===== config.mk =====
export PLATFORM = sky130hd
export DESIGN_NAME = led_pattern_gen
export DESIGN_NICKNAME = d
export VERILOG_FILES = /design/src/rtl/led_pattern_gen.sv
export SDC_FILE = /design/constraint.sdc
export NUM_CORES = 1
export LEC_CHECK = 0
export CORE_ASPECT_RATIO = 1.4
export CORE_UTILIZATION = 30
export CTS_CLUSTER_SIZE = 14
export DETAILED_ROUTE_END_ITERATION = 16
export GPL_TIMING_DRIVEN = 0
export PLACE_DENSITY = 0.58
export SYNTH_ARGS = -nofsm -noshare
export SYNTH_HDL_FRONTEND = slang
export SYNTH_SLANG_ARGS = --single-unit

===== constraint.sdc =====
create_clock -name clk -period 2.15 [get_ports clk]
set_input_delay 0.3225 -clock clk [delete_from_list [all_inputs] [get_ports clk]]
set_output_delay 0.3225 -clock clk [all_outputs]
set_load 0.05 [all_outputs]

===== src/rtl/led_pattern_gen.sv =====
// LED pattern generator: blink, chase, bounce and binary count on a prescaled tick.
// Optional LED_ACTIVE_LOW_EN inverts the leds pins for active-low boards.
module led_pattern_gen #(
    parameter int LEDS_NR   = 3,
    parameter int DIV_WIDTH = 24
) (
    input  logic                 clk,
    input  logic                 rst,
    input  logic                 en,
    input  logic [1:0]           mode,
    input  logic [DIV_WIDTH-1:0] div,
    output logic [LEDS_NR-1:0]   leds,
    output logic                 tick
);

    localparam logic [1:0] M_BLINK  = 2'b00;
    localparam logic [1:0] M_CHASE  = 2'b01;
    localparam logic [1:0] M_BOUNCE = 2'b10;
    localparam logic [1:0] M_COUNT  = 2'b11;

    localparam logic DIR_UP = 1'b0;
    localparam logic DIR_DN = 1'b1;

    localparam logic [LEDS_NR-1:0]   PAT_ONE = LEDS_NR'(1);
    localparam logic [DIV_WIDTH-1:0] CNT_ONE = DIV_WIDTH'(1);

    logic [1:0]           mode_q, mode_d;
    logic [DIV_WIDTH-1:0] cnt_q, cnt_d;
    logic [LEDS_NR-1:0]   pat_q, pat_d;
    logic                 dir_q, dir_d;
    logic                 tick_q, tick_d;

    logic [LEDS_NR-1:0]   pat_nxt;
    logic                 dir_nxt;
    logic                 onehot;

    always_ff @(posedge clk) begin
        if (rst) begin
            mode_q <= mode;
            cnt_q  <= '0;
            pat_q  <= '0;
            dir_q  <= DIR_UP;
            tick_q <= 1'b0;
        end else begin
            mode_q <= mode_d;
            cnt_q  <= cnt_d;
            pat_q  <= pat_d;
            dir_q  <= dir_d;
            tick_q <= tick_d;
        end
    end

    // Pattern step applied when a tick fires
    always_comb begin
        onehot  = (pat_q != '0) && ((pat_q & (pat_q - PAT_ONE)) == '0);
        pat_nxt = pat_q;
        dir_nxt = dir_q;
        unique case (mode_q)
            M_BLINK: pat_nxt = ~pat_q;
            M_CHASE: begin
                if (onehot)
                    pat_nxt = (pat_q << 1) | (pat_q >> (LEDS_NR - 1));
                else
                    pat_nxt = PAT_ONE;
            end
            M_BOUNCE: begin
                if (!onehot) begin
                    pat_nxt = PAT_ONE;
                    dir_nxt = DIR_UP;
                end else if (dir_q == DIR_UP && !pat_q[LEDS_NR-1]) begin
                    pat_nxt = pat_q << 1;
                    dir_nxt = pat_nxt[LEDS_NR-1] ? DIR_DN : DIR_UP;
                end else if (dir_q == DIR_DN && !pat_q[0]) begin
                    pat_nxt = pat_q >> 1;
                    dir_nxt = pat_nxt[0] ? DIR_UP : DIR_DN;
                end
            end
            M_COUNT: pat_nxt = pat_q + PAT_ONE;
            default: pat_nxt = pat_q;
        endcase
    end

    // Mode change restarts, pause holds, otherwise prescale
    always_comb begin
        mode_d = mode;
        cnt_d  = cnt_q;
        pat_d  = pat_q;
        dir_d  = dir_q;
        tick_d = 1'b0;
        if (mode != mode_q) begin
            cnt_d = '0;
            pat_d = '0;
            dir_d = DIR_UP;
        end else if (en) begin
            if (cnt_q == div) begin
                cnt_d  = '0;
                tick_d = 1'b1;
                pat_d  = pat_nxt;
                dir_d  = dir_nxt;
            end else begin
                cnt_d = cnt_q + CNT_ONE;
            end
        end
    end

`ifdef LED_ACTIVE_LOW_EN
    assign leds = ~pat_q;
`else
    assign leds = pat_q;
`endif
    assign tick = tick_q;

endmodule


==> flow_summary_export.csv, run 1 <==
group,metric,value,unit
outcome,status,"finished, final reports clean",
drt,drt_iter0_drc,41,
min_path,holdPathStages,3,
drt,remaining_routing_drc_violations,0,
timing,layout_worst_path_cycle_share,0.921,
layout,area_growth,24.5,%
layout,fin_util,0.387,
min_path,hp-start,"en",
timing,final_number_of_max_transition_violations,0,
cts,clkLatencyLatePin,280,ps
logic_synthesis,postSynth.topFlopCell,"dfxtp_1",
global_routing,wire_length_of_the_first_global_routing_pass,7340,microns
pwr,p_clk_frac,0.368,
logic_synthesis,syn_nets,247,
logic_synthesis,yosysMostFrequentCell,"dfxtp_1",
drt,firstDrtPassIters,4,
global_routing,globalRouteTotalUtil,0.137,
placed_design,port_buffers,31,
pwr,cellPowerDensity,473,nW/um^2
cts,clock_sink_count,31,
pwr,swShare,0.233,
pwr,finalPower,1140,uW
min_path,hp-class,"input port to flip-flop",
drt,vias_per_cell,4.81,
critical_path,cp_max_fo,10,
global_routing,grt_max_degree,11,
cts,clock-root-buffer,"clkbuf_8",
pwr,leakage,0.000841,uW
critical_path,cpPeakStageDelay,870,ps
timing,max_slew.worst_pin.slew,490,ps
layout,antennaDiodeCount,0,
logic_synthesis,synth.cell_area,1930,sq um
logic_synthesis,synthDistinctLibCells,43,
timing,relSlewSlack,0.672,
die,row_count,34,
global_routing,via_count_of_the_first_global_routing_pass,1526,
pwr,p_int,872,uW
drt,final_antenna_net_count,0,
timing,hold_viol_final,0,
cts,cts_setup_buffers,0,
global_routing,antenna_found_initial,0,
layout,multi_input_comb_area,1230,sq um
critical_path,timing.reg2reg.worst_path_depth,7,
logic_synthesis,postSynth.asyncResetShare,0,
global_routing,grt_remaining_overflow,0,
critical_path,timing.critical_path.slowest_stage_cell,"clkdlybuf4s50_1",
placed_design,placedInstanceArea,2330,sq um
layout,finish.net_count,285,
die,die-area,6760,sq um
cts,tritoncts_clock_tree,"done",
timing,period_minus_slack,1980,ps
cts,postCtsResizedCells,0,
critical_path,critPathTopFamily,"buffers and inverters",
critical_path,critPathLaunchType,"flip-flop",
placed_design,sum_of_net_half_perimeters_after_detailed_placement,3320,microns
die,floorplan.core_area,6210,sq um
run,drv.max_cap_violation_count,0,
pwr,ir_drop,0.342,mV
timing,final.hold.worst_slack,360,ps
logic_synthesis,postSynthAreaPerCell,9.11,sq um
critical_path,r2r_slack,180,ps
timing,finalSetupViolations,0,
critical_path,timing.critical_path.arrival,1660,ps
pwr,sequential_power_share,0.509,
logic_synthesis,synth_area_leader_cell,"dfxtp_1",
pwr,gate_power_share,0.123,
logic_synthesis,synth-warning-count,0,
timing,skew,3.07,ps
layout,register_area,621,sq um
cts,clk_pin_slew,60,ps
logic_synthesis,number_of_register_bits_inferred_by_synthesis,31,
timing,rsz0062_at_grt,"false",
pwr,net_switching_power_figure,265,uW
die,die_x,69.8,microns
drt,routed_wire_length_per_instance,13.2,microns
drt,drt-total-wl,4250,microns
logic_synthesis,ys_top_cells_by_count,"31 x dfxtp_1, 30 x xnor2_1, 23 x nor2_1",
logic_synthesis,syn-instance-count,212,
timing,timing.setup.tns,0,ps
cts,ctsHtreeMaxLevel,2,
cts,numCtsBuffers,5,
layout,final_layout_size_suffix_gt1_frac,0.104,
placed_design,gp_routability_congestion,0.779,
critical_path,rr_endpoint,"leds[1]$_SDFFE_PP0P_",
layout,filler_cell_count,653,
cts,hold_buffers,0,
logic_synthesis,yosysSeqAreaShare,0.321,
critical_path,crit_buf_inv,1,
critical_path,worst_ep_required_time,1830,ps
die,start_util,0.311,
die,num_io_pins,33,
timing,clock.fmax,505,MHz
layout,final_design_area_no_fill,2400,sq um
drt,route.vias.total,1543,
logic_synthesis,synth_top_area_frac,0.321,
cts,maximum_clock_insertion_buffer_count,2,
critical_path,worstSetupPathType,"flip-flop to primary output",
critical_path,worstSetupEndpointType,"primary output",
logic_synthesis,number_of_synthesized_flops_with_an_enable_pin,0,
critical_path,cells_along_the_critical_path,"clkdlybuf4s50_1",
critical_path,source_of_the_worst_register_to_register_timing_path,"leds[0]$_SDFFE_PP0P_",
die,die_h,96.9,microns
min_path,hold_end,"cnt_q[0]$_SDFFE_PP0P_",
logic_synthesis,netlist_top_cells_area,"dfxtp_1 32%, xnor2_1 14%, xor2_1 8.6%, nand4_1 4.5%, nor2_1 4.5%",
cell type report:
| class | count | area share |
|---|---|---|
| multi-input combinational | 169 | 0.511 |
| tap | 72 | 0.0375 |
| timing repair buffer | 31 | 0.129 |
| clock buffer | 6 | 0.0302 |
| buffer | 7 | 0.0260 |
| sequential | 31 | 0.258 |
| inverter | 5 | 0.00781 |
registers in the layout, summed over array words and instances (netlist names):
signal and cells:
leds 3, dir_q 1, mode_q 2, tick 1
cnt_q 24
worst max path at each step:
stage                                    start                endpoint  slack [ps]  depth (start not counted)
final                     leds[2]$_SDFFE_PP0P_                 leds[2]         170                          1
after global routing      leds[0]$_SDFFE_PP0P_    leds[2]$_SDFFE_PP0P_          50                          7
after CTS                 leds[0]$_SDFFE_PP0P_    leds[1]$_SDFFE_PP0P_         160                          7
after detailed placement                div[3]  cnt_q[17]$_SDFFE_PP0P_          10                          7
after global placement                 div[18]  cnt_q[18]$_SDFFE_PP0P_          30                          7
after floorplan           leds[0]$_SDFFE_PP0P_    leds[1]$_SDFFE_PP0P_          60                          7
metal layers:
metal | share of wire | GRT usage
met1 | 0.46 | 0.166
met2 | 0.50 | 0.239
met3 | 0.031 | 0.0302
met4 | 0.015 | 0.0415
met5 | 0 | 0
per-stage QoR:
step,worst slack [ps],std cells
3_5_place_dp,12.3,315
2_1_floorplan,55.0,212
3_3_place_gp,25.8,315
5_1_grt,45.7,321
4_1_cts,160,321
6_report,170,321
logic make-up after synthesis:
family | after synthesis | share of synthesized area
mux | 5 | 0.0259
xor+xnor | 49 | 0.222
buf+inv | 12 | 0.0421
simple gates | 94 | 0.286
fa+ha+maj | 6 | 0.0389
flops | 31 | 0.321
compound gates | 15 | 0.0635
worst reg2reg max path: cells and delay by family, from the launching register on:
kind | cells | cell delay (ps)
flip-flops | 1 | 440
AO/OA/AOI/OAI | 2 | 450
buffers and inverters | 1 | 120
multiplexers | 1 | 200
adder cells (fa/ha/maj) | 1 | 230
AND/OR/NAND/NOR | 2 | 450
power by group through the flow:
stage	clock, uW	sequential [uW]	combinational (uW)
floorplan	0	592	67.4
global placement	0	592	141
detailed placement	0	592	141
CTS	431	579	142
global route	459	579	152
finish	418	579	140
layout by cell type (no fill, tap or decap), types with 2 or more instances in the layout:
master	count
mux2i_1	5
and4b_1	2
a21oi_1	2
ha_1	6
and4_1	3
buf_6	4
nor4_1	2
nor2b_1	2
clkdlybuf4s50_1	31
nor3_4	2
dfxtp_1	31
clkbuf_8	5
nand4_1	14
nor2_2	3
xnor2_1	30
and2_1	3
nand3_1	10
xor2_1	19
inv_1	5
and3_1	4
nor2_1	23
nand2_1	16
buf_2	2
o21ai_0	3
Power figures use the tool's default switching activity.
==> run 2: changes to the inputs <==
--- a/config.mk
+++ b/config.mk
@@ -9,2 +9,3 @@
 export CORE_UTILIZATION = 30
+export CTS_BUF_LIST = sky130_fd_sc_hd__clkbuf_8
 export CTS_CLUSTER_SIZE = 14
--- a/constraint.sdc
+++ b/constraint.sdc
@@ -3,2 +3,2 @@
 set_output_delay 0.3225 -clock clk [all_outputs]
-set_load 0.05 [all_outputs]
+set_load 0.005 [all_outputs]
==> run 2 against run 1 <==
  * Power shrank 0.44%
  * Core utilization is the same
  * Largest power group unchanged
  * Critical path depth grew 6
==> flow_summary_export.csv, run 2 (synthesis results as in run 1) <==
group,metric,value,unit
critical_path,r2r_slack,180,ps
drt,final_antenna_net_count,0,
cts,cts_setup_buffers,0,
die,row_count,34,
global_routing,wire_length_of_the_first_global_routing_pass,7340,microns
critical_path,critPathLaunchType,"flip-flop",
cts,clock-root-buffer,"clkbuf_8",
cts,numCtsBuffers,5,
min_path,hp-class,"input port to flip-flop",
global_routing,antenna_found_initial,0,
timing,layout_worst_path_cycle_share,0.916,
layout,fin_util,0.387,
layout,max_flop_register,"cnt_q",
layout,register_area,621,sq um
timing,rsz0062_at_grt,"false",
cts,maximum_clock_insertion_buffer_count,2,
global_routing,grt_remaining_overflow,0,
pwr,leakage,0.000845,uW
layout,number_of_flip_flops_in_the_largest_register,24,
min_path,hold_end,"cnt_q[0]$_SDFFE_PP0P_",
die,die_x,69.8,microns
die,floorplan.core_area,6210,sq um
drt,drt-total-wl,4240,microns
layout,final_design_area_no_fill,2400,sq um
pwr,cellPowerDensity,471,nW/um^2
placed_design,placedInstanceArea,2330,sq um
layout,filler_cell_count,653,
layout,multi_input_comb_area,1230,sq um
drt,remaining_routing_drc_violations,0,
cts,hold_buffers,0,
layout,finish.net_count,285,
critical_path,worstSetupEndpointType,"flip-flop",
layout,area_growth,24.5,%
cts,clkLatencyLatePin,280,ps
cts,tritoncts_clock_tree,"done",
outcome,status,"finished, final reports clean",
cts,ctsHtreeMaxLevel,2,
drt,routed_wire_length_per_instance,13.2,microns
placed_design,dpl.cell_count,315,
cts,clock_sink_count,31,
critical_path,worst_ep_required_time,2360,ps
timing,period_minus_slack,1970,ps
critical_path,worstSetupPathType,"flip-flop to flip-flop",
die,start_util,0.311,
global_routing,globalRouteTotalUtil,0.137,
layout,final_non_filler_cells,321,
drt,firstDrtPassIters,4,
drt,drt_iter0_drc,41,
die,num_io_pins,33,
timing,timing.setup.tns,0,ps
critical_path,source_of_the_worst_register_to_register_timing_path,"leds[0]$_SDFFE_PP0P_",
layout,final_layout_size_suffix_gt1_frac,0.104,
timing,hold_viol_final,0,
cts,clk_pin_slew,60,ps
critical_path,timing.critical_path.arrival,2180,ps
timing,relSlewSlack,0.709,
die,die_h,96.9,microns
timing,clock.fmax,508,MHz
cts,postCtsResizedCells,0,
global_routing,grt_max_degree,11,
placed_design,port_buffers,31,
min_path,hp-start,"en",
global_routing,via_count_of_the_first_global_routing_pass,1526,
drt,vias_per_cell,4.80,
timing,skew,3.09,ps
placed_design,gp_routability_congestion,0.779,
critical_path,rr_endpoint,"leds[1]$_SDFFE_PP0P_",
timing,max_slew.worst_pin.slew,432,ps
run,drv.max_cap_violation_count,0,
critical_path,timing.reg2reg.worst_path_depth,7,
timing,finalSetupViolations,0,
drt,route.vias.total,1542,
min_path,holdPathStages,3,
die,die-area,6760,sq um
layout,antennaDiodeCount,0,
layout,mostFrequentLayoutCells,"31 x dfxtp_1, 31 x clkdlybuf4s50_1, 30 x xnor2_1",
timing,final_number_of_max_transition_violations,0,
pwr,ir_drop,0.341,mV
placed_design,sum_of_net_half_perimeters_after_detailed_placement,3320,microns
critical_path,cp_max_fo,7,
## run 2: changes by cell type in the layout (fill, tap and decap cells not counted)
| cell | delta |
|---|---|
| inv_1 | +1 |
| clkbuf_1 | -1 |
## run 2: cell type report
class / count / share of cell area
Multi-Input combinational cell: 169 / 0.511
Clock buffer: 5 / 0.0286
Buffer: 7 / 0.0260
Timing Repair Buffer: 31 / 0.129
Inverter: 5 / 0.00781
Clock inverter: 1 / 0.00156
Sequential cell: 31 / 0.258
Tap cell: 72 / 0.0375
## run 2: worst max-delay path: stages (launching register included)
cell and delay [ps]:
dfxtp_1 440, inv_1 120, ha_1 230, or2_4 240, a221oi_2 340, a2111oi_2 110, nand2_1 210, mux2i_1 200
## run 2: layer usage
metal / up-vias / GRT usage / wire length (microns)
li1: 801 / - / -
met2: 27 / 0.239 / 2120
met1: 708 / 0.166 / 1930
met4: 0 / 0.0415 / 62
met5: - / 0 / 0
met3: 6 / 0.0302 / 132
## run 2: worst max path at each step
stage | from | to | slack [ps] | depth (start not counted)
6_report | leds[0]$_SDFFE_PP0P_ | leds[1]$_SDFFE_PP0P_ | 180 | 7
5_1_grt | leds[0]$_SDFFE_PP0P_ | leds[2]$_SDFFE_PP0P_ | 50 | 7
4_1_cts | leds[0]$_SDFFE_PP0P_ | leds[1]$_SDFFE_PP0P_ | 160 | 7
3_5_place_dp | div[3] | cnt_q[17]$_SDFFE_PP0P_ | 10 | 7
3_3_place_gp | div[18] | cnt_q[18]$_SDFFE_PP0P_ | 30 | 7
2_1_floorplan | leds[1]$_SDFFE_PP0P_ | leds[0]$_SDFFE_PP0P_ | 420 | 7
## run 2: stage by stage
step           setup WS [ps]  hold WS [ps]  total power, uW
4_1_cts                  160           364             1150
6_report                 180           360             1130
3_3_place_gp            25.8           489              733
3_5_place_dp            12.3           497              733
2_1_floorplan            421           350              659
5_1_grt                 45.7           386             1190
## run 2: where the power goes
part           switching [uW]  leakage (uW)  internal [uW]
clock                     202     0.0000413            211
combinational            60.2      0.000554           79.6
sequential               1.95      0.000250            577
total                     265      0.000845            868
